===== config.mk =====
export PLATFORM = sky130hd
export DESIGN_NAME = moore_scheduler_flat
export DESIGN_NICKNAME = d
export VERILOG_FILES = /design/src/rtl/moore_scheduler_pkg.sv /design/src/rtl/moore_scheduler_if.sv /design/src/rtl/moore_scheduler_rr_arbiter.sv /design/src/rtl/moore_scheduler.sv /design/src/flat_wrapper.sv
export SDC_FILE = /design/constraint.sdc
export NUM_CORES = 1
export LEC_CHECK = 0
export ABC_AREA = 1
export BUFFER_PORTS_ARGS = -buffer_cell sky130_fd_sc_hd__buf_2
export CAP_MARGIN = 20
export CORE_AREA = 5 5 175 177
export CTS_CLUSTER_DIAMETER = 50
export DETAILED_ROUTE_END_ITERATION = 10
export DIE_AREA = 0 0 180 182
export SYNTH_ARGS = -nofsm -noshare
export SYNTH_HDL_FRONTEND = slang
export SYNTH_SLANG_ARGS = --single-unit

===== constraint.sdc =====
create_clock -name CLK -period 2.24 [get_ports CLK]
set_clock_uncertainty 0.05 [all_clocks]
set_input_delay 0.112 -clock CLK [delete_from_list [all_inputs] [get_ports CLK]]
set_output_delay 0.112 -clock CLK [all_outputs]
set_load 0.02 [all_outputs]

===== src/rtl/moore_scheduler_pkg.sv =====
// Shared state encoding, default sizing and small helpers for the Moore
// compute-unit scheduler.
package moore_scheduler_pkg;

  localparam int DEF_N_REQ   = 4;
  localparam int DEF_W       = 64;
  localparam int DEF_TIMEOUT = 255;

  typedef enum logic [1:0] {
    IDLE  = 2'd0,
    START = 2'd1,
    WAIT  = 2'd2,
    RESP  = 2'd3
  } state_e;

  // Index width that stays legal when the range has a single entry.
  function automatic int idx_width(input int n);
    return (n > 1) ? $clog2(n) : 1;
  endfunction

endpackage


===== src/rtl/moore_scheduler_if.sv =====
// Requester and compute-unit signals of the scheduler; the slave side is the
// scheduler, the master side is the requesters plus the compute unit.
interface moore_scheduler_if import moore_scheduler_pkg::*; #(
  parameter int N_REQ = DEF_N_REQ,
  parameter int W     = DEF_W
);

  logic [N_REQ-1:0]   req;
  logic [N_REQ*W-1:0] req_data;
  logic [N_REQ-1:0]   ack;
  logic [W-1:0]       rsp_data;
  logic               rsp_err;
  logic               busy;
  logic               u_start;
  logic [W-1:0]       u_data;
  logic [W-1:0]       u_out;
  logic               u_done;

  modport master (
    output req, req_data, u_out, u_done,
    input  ack, rsp_data, rsp_err, busy, u_start, u_data
  );

  modport slave (
    input  req, req_data, u_out, u_done,
    output ack, rsp_data, rsp_err, busy, u_start, u_data
  );

endinterface


===== src/rtl/moore_scheduler_rr_arbiter.sv =====
// Combinational round-robin pick: the first active request after i_last,
// wrapping modulo N_REQ.
module moore_scheduler_rr_arbiter import moore_scheduler_pkg::*; #(
  parameter int N_REQ = DEF_N_REQ,
  parameter int IW    = idx_width(N_REQ)
) (
  input  logic [N_REQ-1:0] i_req,
  input  logic [IW-1:0]    i_last,
  output logic             o_valid,
  output logic [IW-1:0]    o_idx
);

  logic [IW-1:0] w_cand;

  // Scan farthest-to-nearest so the nearest requester after i_last overrides.
  always_comb begin
    o_valid = 1'b0;
    o_idx   = '0;
    w_cand  = '0;
    for (int k = N_REQ; k >= 1; k--) begin
      w_cand  = IW'((int'(i_last) + k) % N_REQ);
      o_valid = o_valid | i_req[w_cand];
      o_idx   = i_req[w_cand] ? w_cand : o_idx;
    end
  end

endmodule


===== src/rtl/moore_scheduler.sv =====
// Shares one external Moore compute unit among N_REQ requesters:
// IDLE -> START -> WAIT -> RESP -> IDLE, with a WAIT timeout that aborts.
module moore_scheduler import moore_scheduler_pkg::*; #(
  parameter int N_REQ   = DEF_N_REQ,
  parameter int W       = DEF_W,
  parameter int TIMEOUT = DEF_TIMEOUT
) (
  input  logic             CLK,
  input  logic             RST,
  moore_scheduler_if.slave bus
);

  localparam int            IW       = idx_width(N_REQ);
  localparam int            CW       = idx_width(TIMEOUT + 1);
  localparam logic [CW-1:0] CNT_LAST = CW'(TIMEOUT - 1);

  state_e           r_state;
  state_e           w_state_nxt;
  logic [IW-1:0]    r_grant;
  logic [IW-1:0]    r_last_grant;
  logic [CW-1:0]    r_wait_cnt;
  logic [W-1:0]     r_rsp_data;
  logic             r_rsp_err;
  logic [W-1:0]     r_u_data;

  logic             w_arb_valid;
  logic [IW-1:0]    w_arb_idx;
  logic             w_timeout;
  logic [N_REQ-1:0] w_ack;
  logic             w_u_start;
  logic             w_busy;
  logic [W-1:0]     w_ops [N_REQ];

  for (genvar g = 0; g < N_REQ; g++) begin : g_ops
    assign w_ops[g] = bus.req_data[g*W +: W];
  end

  moore_scheduler_rr_arbiter #(
    .N_REQ (N_REQ),
    .IW    (IW)
  ) rr_arbiter (
    .i_req   (bus.req),
    .i_last  (r_last_grant),
    .o_valid (w_arb_valid),
    .o_idx   (w_arb_idx)
  );

  // The count holds (WAIT cycles already spent); the current cycle is the last allowed one.
  assign w_timeout = (r_wait_cnt == CNT_LAST);

  // State register.
  always_ff @(posedge CLK) begin
    if (RST) begin
      r_state <= IDLE;
    end else begin
      r_state <= w_state_nxt;
    end
  end

  // Next-state logic; u_done only matters in WAIT and beats the timeout.
  always_comb begin
    w_state_nxt = r_state;
    case (r_state)
      IDLE:    w_state_nxt = w_arb_valid ? START : IDLE;
      START:   w_state_nxt = WAIT;
      WAIT:    w_state_nxt = (bus.u_done || w_timeout) ? RESP : WAIT;
      RESP:    w_state_nxt = IDLE;
      default: w_state_nxt = IDLE;
    endcase
  end

  // Moore outputs decoded from the state register only.
  always_comb begin
    w_ack     = '0;
    w_u_start = 1'b0;
    w_busy    = 1'b1;
    case (r_state)
      IDLE:    w_busy = 1'b0;
      START:   w_u_start = 1'b1;
      WAIT:    w_busy = 1'b1;
      RESP:    w_ack[r_grant] = 1'b1;
      default: w_busy = 1'b0;
    endcase
  end

  // Grant/operand capture, WAIT counting, result capture and priority update.
  always_ff @(posedge CLK) begin
    if (RST) begin
      r_grant      <= '0;
      r_last_grant <= IW'(N_REQ - 1);
      r_wait_cnt   <= '0;
      r_rsp_data   <= '0;
      r_rsp_err    <= 1'b0;
      r_u_data     <= '0;
    end else begin
      case (r_state)
        IDLE: begin
          if (w_arb_valid) begin
            r_grant  <= w_arb_idx;
            r_u_data <= w_ops[w_arb_idx];
          end
        end
        START: r_wait_cnt <= '0;
        WAIT: begin
          if (bus.u_done) begin
            r_rsp_data <= bus.u_out;
            r_rsp_err  <= 1'b0;
          end else if (w_timeout) begin
            r_rsp_data <= '0;
            r_rsp_err  <= 1'b1;
          end else begin
            r_wait_cnt <= r_wait_cnt + CW'(1);
          end
        end
        RESP:    r_last_grant <= r_grant;
        default: r_wait_cnt <= '0;
      endcase
    end
  end

  assign bus.ack      = w_ack;
  assign bus.u_start  = w_u_start;
  assign bus.busy     = w_busy;
  assign bus.rsp_data = r_rsp_data;
  assign bus.rsp_err  = r_rsp_err;
  assign bus.u_data   = r_u_data;

endmodule

===== src/flat_wrapper.sv =====
// flat-port wrapper written by rule: the top's interface ports become plain ports
module moore_scheduler_flat import moore_scheduler_pkg::*;
#(
  parameter int N_REQ   = DEF_N_REQ,
  parameter int W       = DEF_W,
  parameter int TIMEOUT = DEF_TIMEOUT
)
  (CLK, RST, bus_req, bus_req_data, bus_u_out, bus_u_done, bus_ack, bus_rsp_data, bus_rsp_err, bus_busy, bus_u_start, bus_u_data);
  moore_scheduler_if #(.N_REQ(N_REQ), .W(W)) bus_i ();
  input  logic CLK;
  input  logic RST;
  input wire logic [$bits(bus_i.req)-1:0] bus_req;
  input wire logic [$bits(bus_i.req_data)-1:0] bus_req_data;
  input wire logic [$bits(bus_i.u_out)-1:0] bus_u_out;
  input wire logic [$bits(bus_i.u_done)-1:0] bus_u_done;
  output wire logic [$bits(bus_i.ack)-1:0] bus_ack;
  output wire logic [$bits(bus_i.rsp_data)-1:0] bus_rsp_data;
  output wire logic [$bits(bus_i.rsp_err)-1:0] bus_rsp_err;
  output wire logic [$bits(bus_i.busy)-1:0] bus_busy;
  output wire logic [$bits(bus_i.u_start)-1:0] bus_u_start;
  output wire logic [$bits(bus_i.u_data)-1:0] bus_u_data;
  assign bus_i.req = bus_req;
  assign bus_i.req_data = bus_req_data;
  assign bus_i.u_out = bus_u_out;
  assign bus_i.u_done = bus_u_done;
  assign bus_ack = bus_i.ack;
  assign bus_rsp_data = bus_i.rsp_data;
  assign bus_rsp_err = bus_i.rsp_err;
  assign bus_busy = bus_i.busy;
  assign bus_u_start = bus_i.u_start;
  assign bus_u_data = bus_i.u_data;
  moore_scheduler #(.N_REQ(N_REQ), .W(W), .TIMEOUT(TIMEOUT)) u_core (.CLK(CLK), .RST(RST), .bus(bus_i));
endmodule

# After elaboration in Yosys (flattened, before gate mapping)
# Cells that the tools add are included.
# W data, S select, Z words.
[word_totals]
register_bits = 143
latchBits = 0
ramBits = 0
rom_bits = 0
inputBits = 327
output_inout_bits = 135
wordCells = 67
n_memories = 0
[classes]
add_sub_neg = 5
mul = 0
n_div = 0
order_cmp = 7
eq_ne = 6
shifts = 0
mux = 30
n_bitwise = 4
reduce_logical = 8
[ops]
columns = ["cell", "count"]
rows = [
  ["$mux W64", 4],
  ["$bmux W64 S2", 1],
  ["$mux W8", 2],
  ["$pmux W8 S2", 1],
  ["$lt A2 B3 Y1 const B", 5],
  ["$mux W1", 11],
  ["$add A8 B1 Y8 const B", 1],
  ["$bmux W1 S2", 4],
  ["$eq A8 B8 Y1 const B", 1],
  ["$mux W2", 4],
  ["$pmux W2 S4", 1],
  ["$add A2 B1 Y2 const B", 2],
  ["$add A2 B2 Y2 const B", 2],
  ["$eq A2 B2 Y1 const B", 2],
  ["$mux W4", 1],
  ["$ne A2 B2 Y1 const B", 2],
  ["$reduce_and A2 Y1", 2],
  ["$reduce_bool A2 Y1", 2],
  ["$ge A3 B3 Y1 const B", 1],
  ["$not A2 Y3", 1],
  ["$or A1 B1 Y1", 3],
  ["$reduce_and A3 Y1", 1],
  ["$demux W1 S2", 1],
  ["$eq A2 B1 Y1 const B", 1],
  ["4 further kinds", 4],
]

# Depth between registers and ports, before layout
[logic_depth]
word_depth = 11
depth_mapped = 17
depth_no_buf = 15

# Modules after synthesis
# Synthesis repeated with hierarchy kept, for this count alone.
[unflattened]
hier_cells = 1239
area_unflattened_um2 = 7777.5
[by_module_without_submodules]
columns = ["module", "instances", "cells_per_inst", "area_each_um2", "seq_area_each_um2"]
rows = [
  ["moore_scheduler", 1, 1190, 7551.0, 2862.7],
  ["moore_scheduler_rr_arbiter", 1, 49, 226.5, 0.0],
]

# Worst setup path before layout
# OpenSTA, ideal clock, no wires.
[synth_timing]
path_kind = "register to register"
from = "reg u_core.r_last_grant[0]"
to = "reg u_core.r_u_data[0], in the netlist u_core.bus.u_data[0]"
arrival_time_ns = 1.605
required_time_ns = 2.079
path_slack_ns = 0.474
stages_incl_launch_ff = 16
path_buffers = 3
period_less_slack_ns = 1.766
cell_sequence = "dfxtp_1 -> buf_6 -> inv_4 -> nand2_1 -> nand2_1 -> nand2_1 -> nand2_1 -> nand2_2 -> nand3_4 -> buf_2 -> buf_2 -> nand3_1 -> nand3_1 -> nand3_1 -> nand2_1 -> inv_1"
[synth_between]
elab_chain_len = 11
word_cells_on_any_way = 24
classes_between = "add/sub (4); mux (15); bitwise (4); reduce/logical (1)"
[synth_lines]
columns = ["item", "line_no", "source"]
rows = [
  ["start: declaration", "moore_scheduler.sv:20", "logic [IW-1:0] r_last_grant;"],
  ["start signal: assignment", "moore_scheduler.sv:90", "r_last_grant <= IW'(N_REQ - 1);"],
  ["start signal: assignment", "moore_scheduler.sv:115", "RESP: r_last_grant <= r_grant;"],
  ["$add A2 B1 Y2", "moore_scheduler_rr_arbiter.sv:21", "w_cand = IW'((int'(i_last) + k) % N_REQ);"],
  ["$bmux W1 S2", "moore_scheduler_rr_arbiter.sv:22, moore_scheduler_rr_arbiter.sv:23", ""],
  ["$mux W1 (not written as such)", "moore_scheduler_rr_arbiter.sv:22, moore_scheduler_rr_arbiter.sv:23", ""],
  ["$mux W2 (4 in series)", "moore_scheduler_rr_arbiter.sv:23", "o_idx = i_req[w_cand] ? w_cand : o_idx;"],
  ["$not A2 Y3 (not written as such)", "moore_scheduler.sv:100", "r_u_data <= w_ops[w_arb_idx];"],
  ["$bmux W64 S2", "moore_scheduler.sv:100", ""],
  ["$mux W64 (not written as such) (2 in series)", "moore_scheduler.sv:100", ""],
  ["end signal: assignment", "moore_scheduler.sv:100", ""],
  ["end: declaration", "moore_scheduler.sv:24", "logic [W-1:0] r_u_data;"],
]
# Parallel ways exist; a longest one is shown, timed or not. The select of a mux whose other input is x is not followed.
# A chain may end at the register's enable or synchronous reset.

# Final worst setup path
[layout_timing]
from = "reg u_core.r_last_grant[0]"
to = "reg u_core.r_u_data[19], in the netlist u_core.bus.u_data[19]"
# Same word-level chain as after synthesis.

==> reports/qor.txt <==
time the final worst path needs with I/O delays and setup: 2020 ps
Std-Cell Core Area: 29,100 um^2
net switching fraction of the power: 45.5%
Finish-stage setup viols: 0
Top cell by count, worst path: nand2_1
Seq cells post-synth: 143
share of the yosys chip area belonging to registers: 32.7%
result of the run: completed
startpoint of the lowest-slack register-to-register path: u_core.r_last_grant[0]
post-CTS setup repair buffer count: 0
TritonCTS clock tree: done
reported max-cap violation count: 0
type of the worst setup path: register to register
unrepaired setup endpoints after global routing: false
number of filler cells placed in the layout: 3,101
worst vdd rail ir drop: 0.000559 V
post-detailed-placement cell area: 11,400 um^2
proportion of netlist area held by the largest area contributor: 32.7%
pin count of the biggest net entering global routing: 75
worst endpoint data arrival time: 2280 ps
Pre-antenna DRT Iters: 5
Clock transition at path regs: 70 ps
vias per cell: 4.51
synth-to-layout area growth: 45.4%
Critical Path Source: u_core.r_last_grant[0]
Async S/R FF share, synth: 0%
area enclosed by the die boundary: 32,800 um^2
achievable clock frequency: 496 MHz
Crit. End Element: register
path type of the worst min-delay path: primary input to register
static leakage: 7.63 nW
number of buffers on the longest clock path: 2
total internal power: 7.21 mW
fraction of layout cells with a size suffix above 1: 27.0%
wire length of the first global-routing pass: 55,600 um
clock buffers created by TritonCTS: 17
Least-Margin Pin Slew: 419 ps
count of final hold-check violations: 0
crit path capture: u_core.bus.u_data[19]
number of placement rows: 63
slowest stage cell, crit path: dfxtp_4
worst reg-to-reg setup slack: 220 ps
power per unit of standard cell area: 1040 nW/um^2
initial core utilization: 30.1%
sequential share of power: 26.2%
total wirelength of the detailed-routed design: 35,100 um
mean routed wirelength per cell: 14.6 um
netlist area before placement: 8750 um^2
Top Ports: 462
Non-Filler Cell Area, Final: 12,700 um^2
sequential cell area: 2870 um^2
crit share post-route: 90.1%
Final Slew Violations: 0
Die W: 180 um
die height: 182 um
number of enable-type register cells in the synthesized netlist: 0
part of the total power dissipated in the clock network: 22.7%
worst setup timing slack at the placement stage: 69.2 ps
Clock Root Buffer: clkbuf_16
critical path startpoint category: register
area of the multi-input gates: 4140 um^2
final weighted congestion in routability-driven placement: 0.940
Slowest Stage Delay on Critical Path: 380 ps
remaining max-slew budget at the tightest pin: 72.1%
count of unique library cells instantiated by Yosys: 29
DRC Markers: 0
switching power total: 6.01 mW
number of vias after detailed routing: 10,800
Synth Net Count: 1,847
HPWL Detailed: 26,200 um
Global Route Usage Sum: 20.6%
number of I/O port buffers: 461
number of antenna violations at the first check in global routing: 11
combinational share of power: 51.0%
worst r2r dst: u_core.bus.u_data[19]
number of cells produced by synthesis: 1,513
via count of the first global-routing pass: 10,800
Syn. warnings: 0
final antenna-violating net count: 0
worst path cell trace: inv_4 -> nand2_1 -> nand2_1 -> nand2_1 -> nand2_1 -> nand2_2 -> nand2_2 -> nand2_4 -> nand2_4 -> buf_12 -> nand2_1 -> nand3_1 -> nand3_1 -> nand2_1 -> inv_1
clock latency at the later pin of the worst-skew pair: 410 ps
largest cells by area after synthesis: dfxtp_1 (33%), nand2_1 (18%), nand3_1 (16%)
critical path data required time: 2510 ps
smallest setup slack after layout: 223 ps
average cell area after synthesis: 5.78 um^2
Total Nets Final: 2,330
overflow left after global routing: 0
worst-path maximum fanout: 59
CTS H-tree lvls: 4
Worst Reg-to-Reg Cells: 15
library cell with the largest summed area after synthesis: dfxtp_1
dominant register cell in the synthesized netlist: dfxtp_1
# clock sinks: 143
initial DRC count: 618
final sum of negative setup slack: 0 ps
==> worst max-delay path: cells and delay by family, from the launching register on <==
family,cells,cell delay (ps)
buf+inv,3,360
flops,1,380
simple gates,12,1060
==> layout make-up <==
| class | instances | share of cell area, % |
|---|---|---|
| timing repair buffer | 553 | 26.1 |
| tap | 390 | 3.84 |
| clock inverter | 15 | 1.48 |
| sequential | 143 | 22.5 |
| inverter | 337 | 9.98 |
| antenna | 7 | 0.138 |
| multi-input combinational | 944 | 32.6 |
| clock buffer | 17 | 3.34 |
==> cell families after synthesis <==
kind of cell | after synthesis | synth area share [%]
xor gates and xnor gates | 1 | 0.100
adders and majority gates | 7 | 1.00
AOI/OAI and AO/OA | 82 | 4.88
buffers and inverters | 426 | 20.0
and+or+nand+nor | 854 | 41.3
DFF | 143 | 32.7
==> cells in the final DEF, fill, tap and decap left out, types with 2 or more instances in the layout <==
cell type,count
nor2_1,131
buf_2,460
o211ai_1,3
nand3_1,275
inv_6,5
nand2_1,431
buf_4,15
buf_12,13
ha_1,7
a31oi_1,2
clkinvlp_4,3
clkbuf_16,17
inv_4,2
dlygate4sd3_1,65
dfxtp_1,142
inv_2,5
o21ai_0,3
a21oi_1,72
inv_1,329
nand2_2,5
nor3_1,3
or2_2,2
nand2_4,2
inv_8,4
diode_2,7
bufinv_16,2
==> routing by layer <==
metal	vias up	track usage, %	wire length, um
met3	96	5.85	2660
met1	4811	23.4	13600
li1	5498	-	-
met4	6	9.69	1560
met5	-	0	40
met2	431	35.8	17200
==> metrics by stage <==
step / total power, mW / utilization, % / hold WS (ps) / std cells
2_1_floorplan: 8.08 / - / 211 / 1513
3_3_place_gp: 10.1 / 39.3 / 316 / 2302
3_5_place_dp: 10.2 / 39.3 / 319 / 2302
4_1_cts: 13.4 / 43.7 / 16.0 / 2399
5_1_grt: 14.3 / 43.7 / 59.9 / 2404
6_report: 13.2 / 43.7 / 39.0 / 2406
==> how the worst min path moves through the flow <==
stage          slack [ps]         startpoint  cells past startpoint                      end
2_1_floorplan         210       bus_u_out[0]                      2   u_core.bus.rsp_data[0]
3_3_place_gp          320      bus_u_out[50]                      3  u_core.bus.rsp_data[50]
3_5_place_dp          320      bus_u_out[44]                      3  u_core.bus.rsp_data[44]
4_1_cts                20  bus_req_data[178]                      7    u_core.bus.u_data[50]
5_1_grt                60  bus_req_data[185]                      7    u_core.bus.u_data[57]
6_report               40  bus_req_data[170]                      7    u_core.bus.u_data[42]
==> power by group through the flow <==
stage	Clock (mW)	Sequential, mW	Combinational (mW)
after floorplan	0	4.18	3.90
after global placement	0	3.51	6.64
after detailed placement	0	3.51	6.70
after CTS	3.13	3.47	6.81
after global routing	3.24	3.54	7.55
final	3.00	3.47	6.74
==> registers in the layout, summed over array words and instances (netlist names) <==
name / count
u_core.bus.rsp_data: 64
u_core.bus.rsp_err: 1
u_core.bus.u_data: 64
u_core.r_grant: 2
u_core.r_last_grant: 2
u_core.r_state: 2
u_core.r_wait_cnt: 8
==> Yosys cell counts, types with 2 or more instances <==
library cell,instances
o21ai_0,3
buf_1,6
nand3_1,275
inv_1,332
dfxtp_1,143
buf_6,15
clkbuf_1,42
nor3_1,3
o211ai_1,3
buf_4,3
ha_1,7
buf_2,23
nand2_2,6
or2_2,2
nor2_1,132
a21oi_1,72
nand2_1,431
a31oi_1,2
inv_2,3
==> what timing repair did <==
action / 4_1_cts / 5_1_grt
gates resized for setup: 0 / 3
setup endpoints to repair: 0 / 64
hold endpoints to repair: 65 / 0
hold buffers: 65 / 0
(Power assumes the default switching activity.)
